**src/rtl/pipeline_ctrl_pkg.sv**
```systemverilog
// Shared encodings for the pipeline stall/flush sequencer.
package pipeline_ctrl_pkg;

    localparam logic STOP    = 1'b1;
    localparam logic NO_STOP = 1'b0;

    // Stall vector bit order: [0]pc [1]if [2]id [3]ex [4]mem [5]wb
    localparam logic [5:0] STALL_NONE = {NO_STOP, NO_STOP, NO_STOP, NO_STOP, NO_STOP, NO_STOP};
    localparam logic [5:0] STALL_ID   = {NO_STOP, NO_STOP, NO_STOP, STOP,    STOP,    STOP};
    localparam logic [5:0] STALL_EX   = {NO_STOP, NO_STOP, STOP,    STOP,    STOP,    STOP};
    localparam logic [5:0] STALL_MEM  = {NO_STOP, STOP,    STOP,    STOP,    STOP,    STOP};

    localparam logic [31:0] ZERO_WORD       = 32'h0000_0000;
    localparam logic [31:0] BUS_ERR_VEC_DEF = 32'hBFC0_0380;

    typedef enum logic {
        ST_RUN   = 1'b0,
        ST_FLUSH = 1'b1
    } state_e;

endpackage

```
**src/rtl/pipeline_ctrl_sat_counter.sv**
```systemverilog
// Saturating up-counter with synchronous clear; clear beats increment.
module pipeline_ctrl_sat_counter #(
    parameter int unsigned CNT_W = 32
) (
    input  logic             clk_i,
    input  logic             rst_ni,
    input  logic             inc_i,
    input  logic             clr_i,
    output logic [CNT_W-1:0] cnt_o
);

    logic [CNT_W-1:0] cnt_q;
    logic [CNT_W-1:0] cnt_d;

    // Next count: clear, otherwise increment until all-ones and stick there.
    always_comb begin
        cnt_d = cnt_q;
        if (clr_i) begin
            cnt_d = '0;
        end else if (inc_i && (cnt_q != '1)) begin
            cnt_d = cnt_q + CNT_W'(1);
        end
    end

    // Count register.
    always_ff @(posedge clk_i or negedge rst_ni) begin
        if (!rst_ni) begin
            cnt_q <= '0;
        end else begin
            cnt_q <= cnt_d;
        end
    end

    assign cnt_o = cnt_q;

endmodule

```
**src/rtl/pipeline_ctrl.sv**
```systemverilog
// Central stall/flush sequencer: stall merge, exception/bus-timeout flush with
// PC redirect, data-bus watchdog and a saturating stall-cycle counter.
//
//  state    | meaning
//  ---------+-----------------------------------------------------------
//  ST_RUN   | normal issue; stall vector follows the highest stall request
//  ST_FLUSH | one cycle: flush=1, new_pc valid, all requests ignored
module pipeline_ctrl
    import pipeline_ctrl_pkg::*;
#(
    parameter int unsigned TIMEOUT_CYC = 256,
    parameter logic [31:0] BUS_ERR_VEC = BUS_ERR_VEC_DEF,
    parameter int unsigned CNT_W       = 32
) (
    input  logic             clk_i,
    input  logic             rst_ni,
    input  logic             stallreq_id_i,
    input  logic             stallreq_ex_i,
    input  logic             stallreq_mem_i,
    input  logic             excp_valid_i,
    input  logic [31:0]      excp_pc_i,
    input  logic             perf_clr_i,
    output logic [5:0]       stall_o,
    output logic             flush_o,
    output logic [31:0]      new_pc_o,
    output logic             bus_err_o,
    output logic [CNT_W-1:0] perf_stall_cnt_o
);

    localparam int unsigned   WD_W    = $clog2(TIMEOUT_CYC);
    localparam logic [WD_W-1:0] WD_LAST = WD_W'(TIMEOUT_CYC - 1);

    state_e          state_q;
    logic [WD_W-1:0] wd_q;
    logic            flush_q;
    logic            bus_err_q;
    logic [31:0]     new_pc_q;

    // Zero-latency stall merge; deepest requesting stage wins, nothing in FLUSH or reset.
    always_comb begin
        stall_o = STALL_NONE;
        if (rst_ni && (state_q == ST_RUN)) begin
            if (stallreq_mem_i) begin
                stall_o = STALL_MEM;
            end else if (stallreq_ex_i) begin
                stall_o = STALL_EX;
            end else if (stallreq_id_i) begin
                stall_o = STALL_ID;
            end
        end
    end

    // Sequencer FSM with watchdog; an exception outranks a bus timeout in the same cycle.
    always_ff @(posedge clk_i or negedge rst_ni) begin
        if (!rst_ni) begin
            state_q   <= ST_RUN;
            wd_q      <= '0;
            flush_q   <= 1'b0;
            bus_err_q <= 1'b0;
            new_pc_q  <= ZERO_WORD;
        end else begin
            flush_q   <= 1'b0;
            bus_err_q <= 1'b0;
            wd_q      <= '0;
            case (state_q)
                ST_RUN: begin
                    if (excp_valid_i) begin
                        state_q  <= ST_FLUSH;
                        new_pc_q <= excp_pc_i;
                        flush_q  <= 1'b1;
                    end else if (stallreq_mem_i) begin
                        if (wd_q == WD_LAST) begin
                            state_q   <= ST_FLUSH;
                            new_pc_q  <= BUS_ERR_VEC;
                            flush_q   <= 1'b1;
                            bus_err_q <= 1'b1;
                        end else begin
                            wd_q <= wd_q + WD_W'(1);
                        end
                    end
                end
                ST_FLUSH: state_q <= ST_RUN;
                default:  state_q <= ST_RUN;
            endcase
        end
    end

    assign flush_o   = flush_q;
    assign bus_err_o = bus_err_q;
    assign new_pc_o  = new_pc_q;

    pipeline_ctrl_sat_counter #(
        .CNT_W(CNT_W)
    ) u_perf_cnt (
        .clk_i (clk_i),
        .rst_ni(rst_ni),
        .inc_i (stall_o != STALL_NONE),
        .clr_i (perf_clr_i),
        .cnt_o (perf_stall_cnt_o)
    );

endmodule

```
**config.mk**
```make
export PLATFORM = sky130hd
export DESIGN_NAME = pipeline_ctrl
export DESIGN_NICKNAME = d
export VERILOG_FILES = /design/src/rtl/pipeline_ctrl_pkg.sv /design/src/rtl/pipeline_ctrl_sat_counter.sv /design/src/rtl/pipeline_ctrl.sv
export SDC_FILE = /design/constraint.sdc
export NUM_CORES = 1
export LEC_CHECK = 0
export CAP_MARGIN = 5
export CORE_MARGIN = 5
export CORE_UTILIZATION = 42
export CTS_CLUSTER_SIZE = 28
export DETAILED_ROUTE_END_ITERATION = 8
export PLACE_DENSITY = 0.87
export SLEW_MARGIN = 10
export SYNTH_ARGS = -nofsm -noshare
export SYNTH_HDL_FRONTEND = slang
export SYNTH_SLANG_ARGS = --single-unit
export TNS_END_PERCENT = 50
```
**constraint.sdc**
```tcl
create_clock -name clk_i -period 2.6 [get_ports clk_i]
set_input_delay 0.65 -clock clk_i [delete_from_list [all_inputs] [get_ports clk_i]]
set_output_delay 0.65 -clock clk_i [all_outputs]
set_load 0.1 [all_outputs]
```
==> results of run 1 <==
metrics by stage:
stage	setup TNS [ns]	setup slack [ns]	power, uW	utilization	hold WS [ns]
4_1_cts	0	0.07170	3446	0.5985	0.4937
6_report	0	0.08974	3408	0.5985	0.4882
3_3_place_gp	0	0.09979	2241	0.5657	0.4575
2_1_floorplan	-0.003153	-0.003153	1983	-	0.3544
3_5_place_dp	0	0.07008	2254	0.5657	0.4718
5_1_grt	0	0.01675	3523	0.5985	0.5289
power by group:
part,total (uW),switching [uW],internal [uW]
logic,952,720,232
clock network,1180,447,734
registers,1270,51.4,1220
total,3410,1220,2190
area by class of cell:
class / count / area, sq um / share of cell area
clock buffer: 9 / 123.9 / 0.02557
clock inverter: 7 / 141.4 / 0.02919
inverter: 5 / 18.77 / 0.003875
multi-input combinational: 232 / 1461 / 0.3017
sequential: 74 / 1891 / 0.3903
tap: 105 / 131.4 / 0.02712
timing repair buffer: 121 / 1076 / 0.2222
metal layers:
metal / global-route usage / vias to the layer above / wire length [um]
met2: 0.2910 / 129 / 4199
met1: 0.2379 / 1480 / 3737
met5: 0 / - / 0
met3: 0.06115 / 12 / 863
li1: - / 1436 / -
met4: 0.06218 / 0 / 131
state kept, by name (all words and copies together), names as in the netlist:
register          count
flush_o               1
u_perf_cnt.cnt_o     32
new_pc_o             32
wd_q                  8
bus_err_o             1
worst paths after layout:
kind                                          start              endpoint  cells after the start
worst max register to register  u_perf_cnt.cnt_o[0]  u_perf_cnt.cnt_o[28]                      7
max in group asynchronous                    rst_ni               flush_o                      2
worst max-delay path                 stallreq_mem_i            stall_o[0]                      5
worst min register to register          new_pc_o[8]           new_pc_o[8]                      2
min in group asynchronous                    rst_ni  u_perf_cnt.cnt_o[13]                      2
worst min-delay path                    new_pc_o[8]           new_pc_o[8]                      2
worst max-delay path: cells and delay by family:
kind                   cells  cell delay, ns
buffers and inverters      3            0.76
AND/OR/NAND/NOR            2            0.44
synth_stat cells, drive strengths merged:
cell type	n	area [sq um]
inv	5	18.77
or3	22	137.6
nand2	27	101.4
dfrtp	74	1852
nor2b	2	12.51
mux2	1	15.01
o22a	9	78.83
xor2	3	26.28
or2	3	18.77
xnor2	4	35.03
a21oi	28	147.6
nor3	5	25.02
o41ai	2	36.29
buf	10	91.34
and2	2	12.51
nor2	22	82.58
conb	1	3.750
o2111ai	1	8.760
and3	2	12.51
a22o	20	175.2
o21ai	21	105.1
mux2i	1	10.01
nand4	7	50.05
ha	2	25.02
clkbuf	11	41.29
or4	12	90.09
nor4	3	25.02
nand3	19	100.1
nand2b	3	18.77
o31ai	10	75.07
cells by family after synthesis:
logic type	share of synthesized area
adders and majority gates	0.007290
other	0.001093
and+or+nand+nor	0.2001
buffers and inverters	0.04411
muxes	0.007290
AOI/OAI and AO/OA	0.1826
xor gates and xnor gates	0.01786
DFF	0.5396
==> impl_metrics.env, run 1 <==
export IMPL_drive_gt1_frac=0.3125
export IMPL_die_y_um=100.4
export IMPL_critPathArrivalTime_ns=1.86
export IMPL_p_per_area_mw_per_mm2=703.6
export IMPL_gr_total_overflow=0
export IMPL_cts_tree="yes"
export IMPL_start_util=0.4241
export IMPL_yosysSeqAreaShare=0.5396
export IMPL_cts_max_path_buffers=2
export IMPL_relSlewSlack=0.3787
export IMPL_period_share=0.9655
export IMPL_drc=0
export IMPL_p_leak_uw=0.002008
export IMPL_die_x_um=100.4
export IMPL_cts_root_buffer="clkbuf_8"
export IMPL_ioPinCount=111
export IMPL_dp_hpwl_um=6527
export IMPL_worstPathRequired_ns=1.95
export IMPL_fmax_mhz=398.4
export IMPL_maxCapViolCount=0
export IMPL_finalSetupViolCount=0
export IMPL_wl_per_cell_um=16.15
export IMPL_wl_um=8932
export IMPL_crit_type="in -> out"
export IMPL_grt_pass1_wl_um=14930
export IMPL_track_usage=0.1841
export IMPL_design_area_sq_mm=0.004843
export IMPL_coreArea_sq_mm=0.008093
export IMPL_rows=33
export IMPL_crit_slowest_cell="clkdlybuf4s50_1"
export IMPL_antenna_found_initial=0
export IMPL_ir_drop_uv=539.5
export IMPL_die_area_sq_mm=0.01008
export IMPL_final_cell_mix="78 x buf_4, 49 x dfrtp_1, 37 x clkdlybuf4s50_1"
export IMPL_postCtsSetupRepairBufs=0
export IMPL_yosysWarnings=0
export IMPL_holdBufCountCts=0
export IMPL_vias=3057
export IMPL_max_stage_delay_ns=0.43
export IMPL_endpoint_kind="output port"
export IMPL_h_tree_depth=3
export IMPL_dr_first_iter_drc_count=90
export IMPL_postSynthAreaPerCell_sq_um=10.34
export IMPL_finalHoldViolCount=0
export IMPL_numCtsBuffers=9
export IMPL_cts_resized=0
export IMPL_ant_nets=0
export IMPL_layout_min_cycle_time_ns=2.510
export IMPL_dr_pass1_iters=5
export IMPL_n_antenna_cell=0
export IMPL_grt_max_degree=75
export IMPL_area_growth_pct=41.12
export IMPL_yosysUniqueCellTypes=39
export IMPL_place_congestion=0.8134
export IMPL_synthCells=332
export IMPL_fillCellCount=689
export IMPL_hp_class="reg -> reg"
export IMPL_slew_viol_final=0
export IMPL_ys_ff_latch=74
export IMPL_port_buffers=109
export IMPL_cts_clk_slew_worst_paths_ns=0.07
export IMPL_status="completed"
export IMPL_grt_setup_unrepaired="no"
export IMPL_vias_per_cell=5.528
export IMPL_worst_pin_slew_ns=0.9319
export IMPL_insertion_delay_ns=0.35
export IMPL_rrSetupSlack_ns=0.14
export IMPL_first_global_vias=3106
export IMPL_nets=484
export IMPL_crit_path_cell_trace="clkdlybuf4s50_1 > nor3_1 > nor2_4 > buf_4 > buf_12"
export IMPL_post_dp_cell_area_sq_mm=0.004578
export IMPL_cp_start_kind="input port"
export IMPL_syn_nets=373
export IMPL_fin_skew_ns=0.005402
export IMPL_clock_sinks=74
export IMPL_dp_cells=537
export IMPL_synthesis_area_sq_mm=0.003432
export IMPL_final_cells=553
export IMPL_final_common_cell="buf_4"
export IMPL_path_max_fanout=3
Power figures use the tool's default switching activity.
==> run 2: changes to the inputs <==
--- a/config.mk
+++ b/config.mk
@@ -10,7 +10,8 @@
 export CORE_UTILIZATION = 42
 export CTS_CLUSTER_SIZE = 28
 export DETAILED_ROUTE_END_ITERATION = 8
-export PLACE_DENSITY = 0.87
+export HOLD_SLACK_MARGIN = 0.02
+export PLACE_DENSITY_LB_ADDON = 0.05
 export SLEW_MARGIN = 10
 export SYNTH_ARGS = -nofsm -noshare
 export SYNTH_HDL_FRONTEND = slang
==> run 2 against run 1 <==
- setup slack improved by 0.058 ns
- sequential cell count did not move
- routed wire length fell by 2.6%
- global-route usage fell by 0.34 points
- clock power fell by 32%
- final cell count rose by 0.36%
- combinational power rose by 0.6%
- die area did not move
- first-iteration DRC count rose by 2.2%
==> impl_metrics.env, run 2 (synthesized netlist as in run 1, its figures left out) <==
export IMPL_status="completed"
export IMPL_drive_gt1_frac=0.3156
export IMPL_die_area_sq_mm=0.01008
export IMPL_fmax_mhz=407.8
export IMPL_cp_start_kind="input port"
export IMPL_rows=33
export IMPL_wl_um=8702
export IMPL_antenna_found_initial=0
export IMPL_dr_pass1_iters=4
export IMPL_finalPower_uw=3023
export IMPL_hp_class="in -> async"
export IMPL_clock_sinks=74
export IMPL_grt_max_degree=47
export IMPL_ioPinCount=111
export IMPL_endpoint_kind="output port"
export IMPL_final_cell_mix="80 x buf_4, 49 x dfrtp_1, 37 x clkdlybuf4s50_1"
export IMPL_fillCellCount=737
export IMPL_cts_max_path_buffers=2
export IMPL_cts_resized=0
export IMPL_area_growth_pct=39.52
export IMPL_coreArea_sq_mm=0.008093
export IMPL_finalHoldViolCount=0
export IMPL_port_buffers=109
export IMPL_crit_type="in -> out"
export IMPL_critical_path_startpoint="stallreq_mem_i"
export IMPL_p_per_area_mw_per_mm2=631.3
export IMPL_vias_per_cell=5.386
export IMPL_worst_slack_ns=0.1476
export IMPL_final_common_cell="buf_4"
export IMPL_path_max_fanout=5
export IMPL_maxCapViolCount=0
export IMPL_numCtsBuffers=9
export IMPL_worstPathRequired_ns=1.95
export IMPL_start_util=0.4241
export IMPL_cts_root_buffer="clkbuf_8"
export IMPL_dp_hpwl_um=6310
export IMPL_insertion_delay_ns=0.35
export IMPL_wl_per_cell_um=15.68
export IMPL_h_tree_depth=3
export IMPL_period_share=0.9432
export IMPL_final_cells=555
export IMPL_layout_min_cycle_time_ns=2.452
export IMPL_die_x_um=100.4
export IMPL_drc=0
export IMPL_postCtsSetupRepairBufs=0
export IMPL_worst_pin_slew_ns=0.5296
export IMPL_slew_viol_final=0
export IMPL_grt_setup_unrepaired="no"
export IMPL_critPathArrivalTime_ns=1.80
export IMPL_n_antenna_cell=0
export IMPL_place_congestion=0.7589
export IMPL_fin_skew_ns=0.01171
export IMPL_ant_nets=0
export IMPL_p_leak_uw=0.001977
export IMPL_fin_util=0.5917
export IMPL_grt_pass1_wl_um=14610
export IMPL_r2r_start="u_perf_cnt.cnt_o[1]"
export IMPL_relSlewSlack=0.6437
export IMPL_ir_drop_uv=406.0
export IMPL_first_global_vias=2987
export IMPL_vias=2989
export IMPL_track_usage=0.1807
export IMPL_dr_first_iter_drc_count=92
export IMPL_cts_clk_slew_worst_paths_ns=0.08
export IMPL_finalSetupViolCount=0
export IMPL_dp_cells=540
export IMPL_cts_tree="yes"
export IMPL_gr_total_overflow=0
export IMPL_holdBufCountCts=0
export IMPL_die_y_um=100.4
export IMPL_nets=487
export IMPL_post_place_ws_ns=0.02078
## run 2: cell types whose count changed in the layout (fill, tap and decap cells not counted)
cell / change
bufinv_16: -4
nor3_1: -1
clkbuf_8: +1
nor3_2: +1
clkbuf_1: +1
buf_4: +2
buf_12: +1
clkinvlp_4: +1
## run 2: path summary, 6_finish.rpt
path,slack [ns],endpoint,depth (start not counted)
hold reg to reg,0.48,new_pc_o[7],2
max in group asynchronous,1.30,flush_o,3
setup reg to reg,0.18,u_perf_cnt.cnt_o[20],7
hold / removal,0.39,u_perf_cnt.cnt_o[11],2
setup / recovery,0.15,stall_o[1],5
min in group clk_i,0.48,new_pc_o[7],2
## run 2: metal layers
metal  up-vias  wire length, um  track usage
met5         -                0            0
li1       1448                -            -
met3         9              749      0.06185
met2        85             3995       0.2793
met4         0              112      0.06528
met1      1447             3846       0.2358
## run 2: where the power goes
group | switching (uW) | internal, uW | total, uW
sequential | 44.9 | 1220 | 1270
clock | 429 | 368 | 797
combinational | 722 | 236 | 958
## run 2: final cells by class
type / count / area, sq um / area share
flip-flops and latches: 74 / 1891 / 0.3948
multi-input cells: 232 / 1466 / 0.3062
repair buffers: 124 / 1111 / 0.2320
clock buffers: 11 / 141.4 / 0.02953
well taps: 105 / 131.4 / 0.02744
clock inverters: 4 / 28.78 / 0.006010
inverters: 5 / 18.77 / 0.003920
## run 2: metrics by stage
step                      instance area, sq um  hold slack [ns]  setup TNS (ns)
final                                     4788           0.3925               0
after global routing                      4788           0.4280               0
after CTS                                 4783           0.4039               0
after detailed placement                  4613           0.4654               0
after global placement                    4613           0.4545               0
after floorplan                           3503           0.3544       -0.003153
## run 2: critical path, stage by stage
cell and delay (ns):
clkdlybuf4s50_1 0.46, nor3_2 0.29, nor2_4 0.09, buf_12 0.15
buf_12 0.16
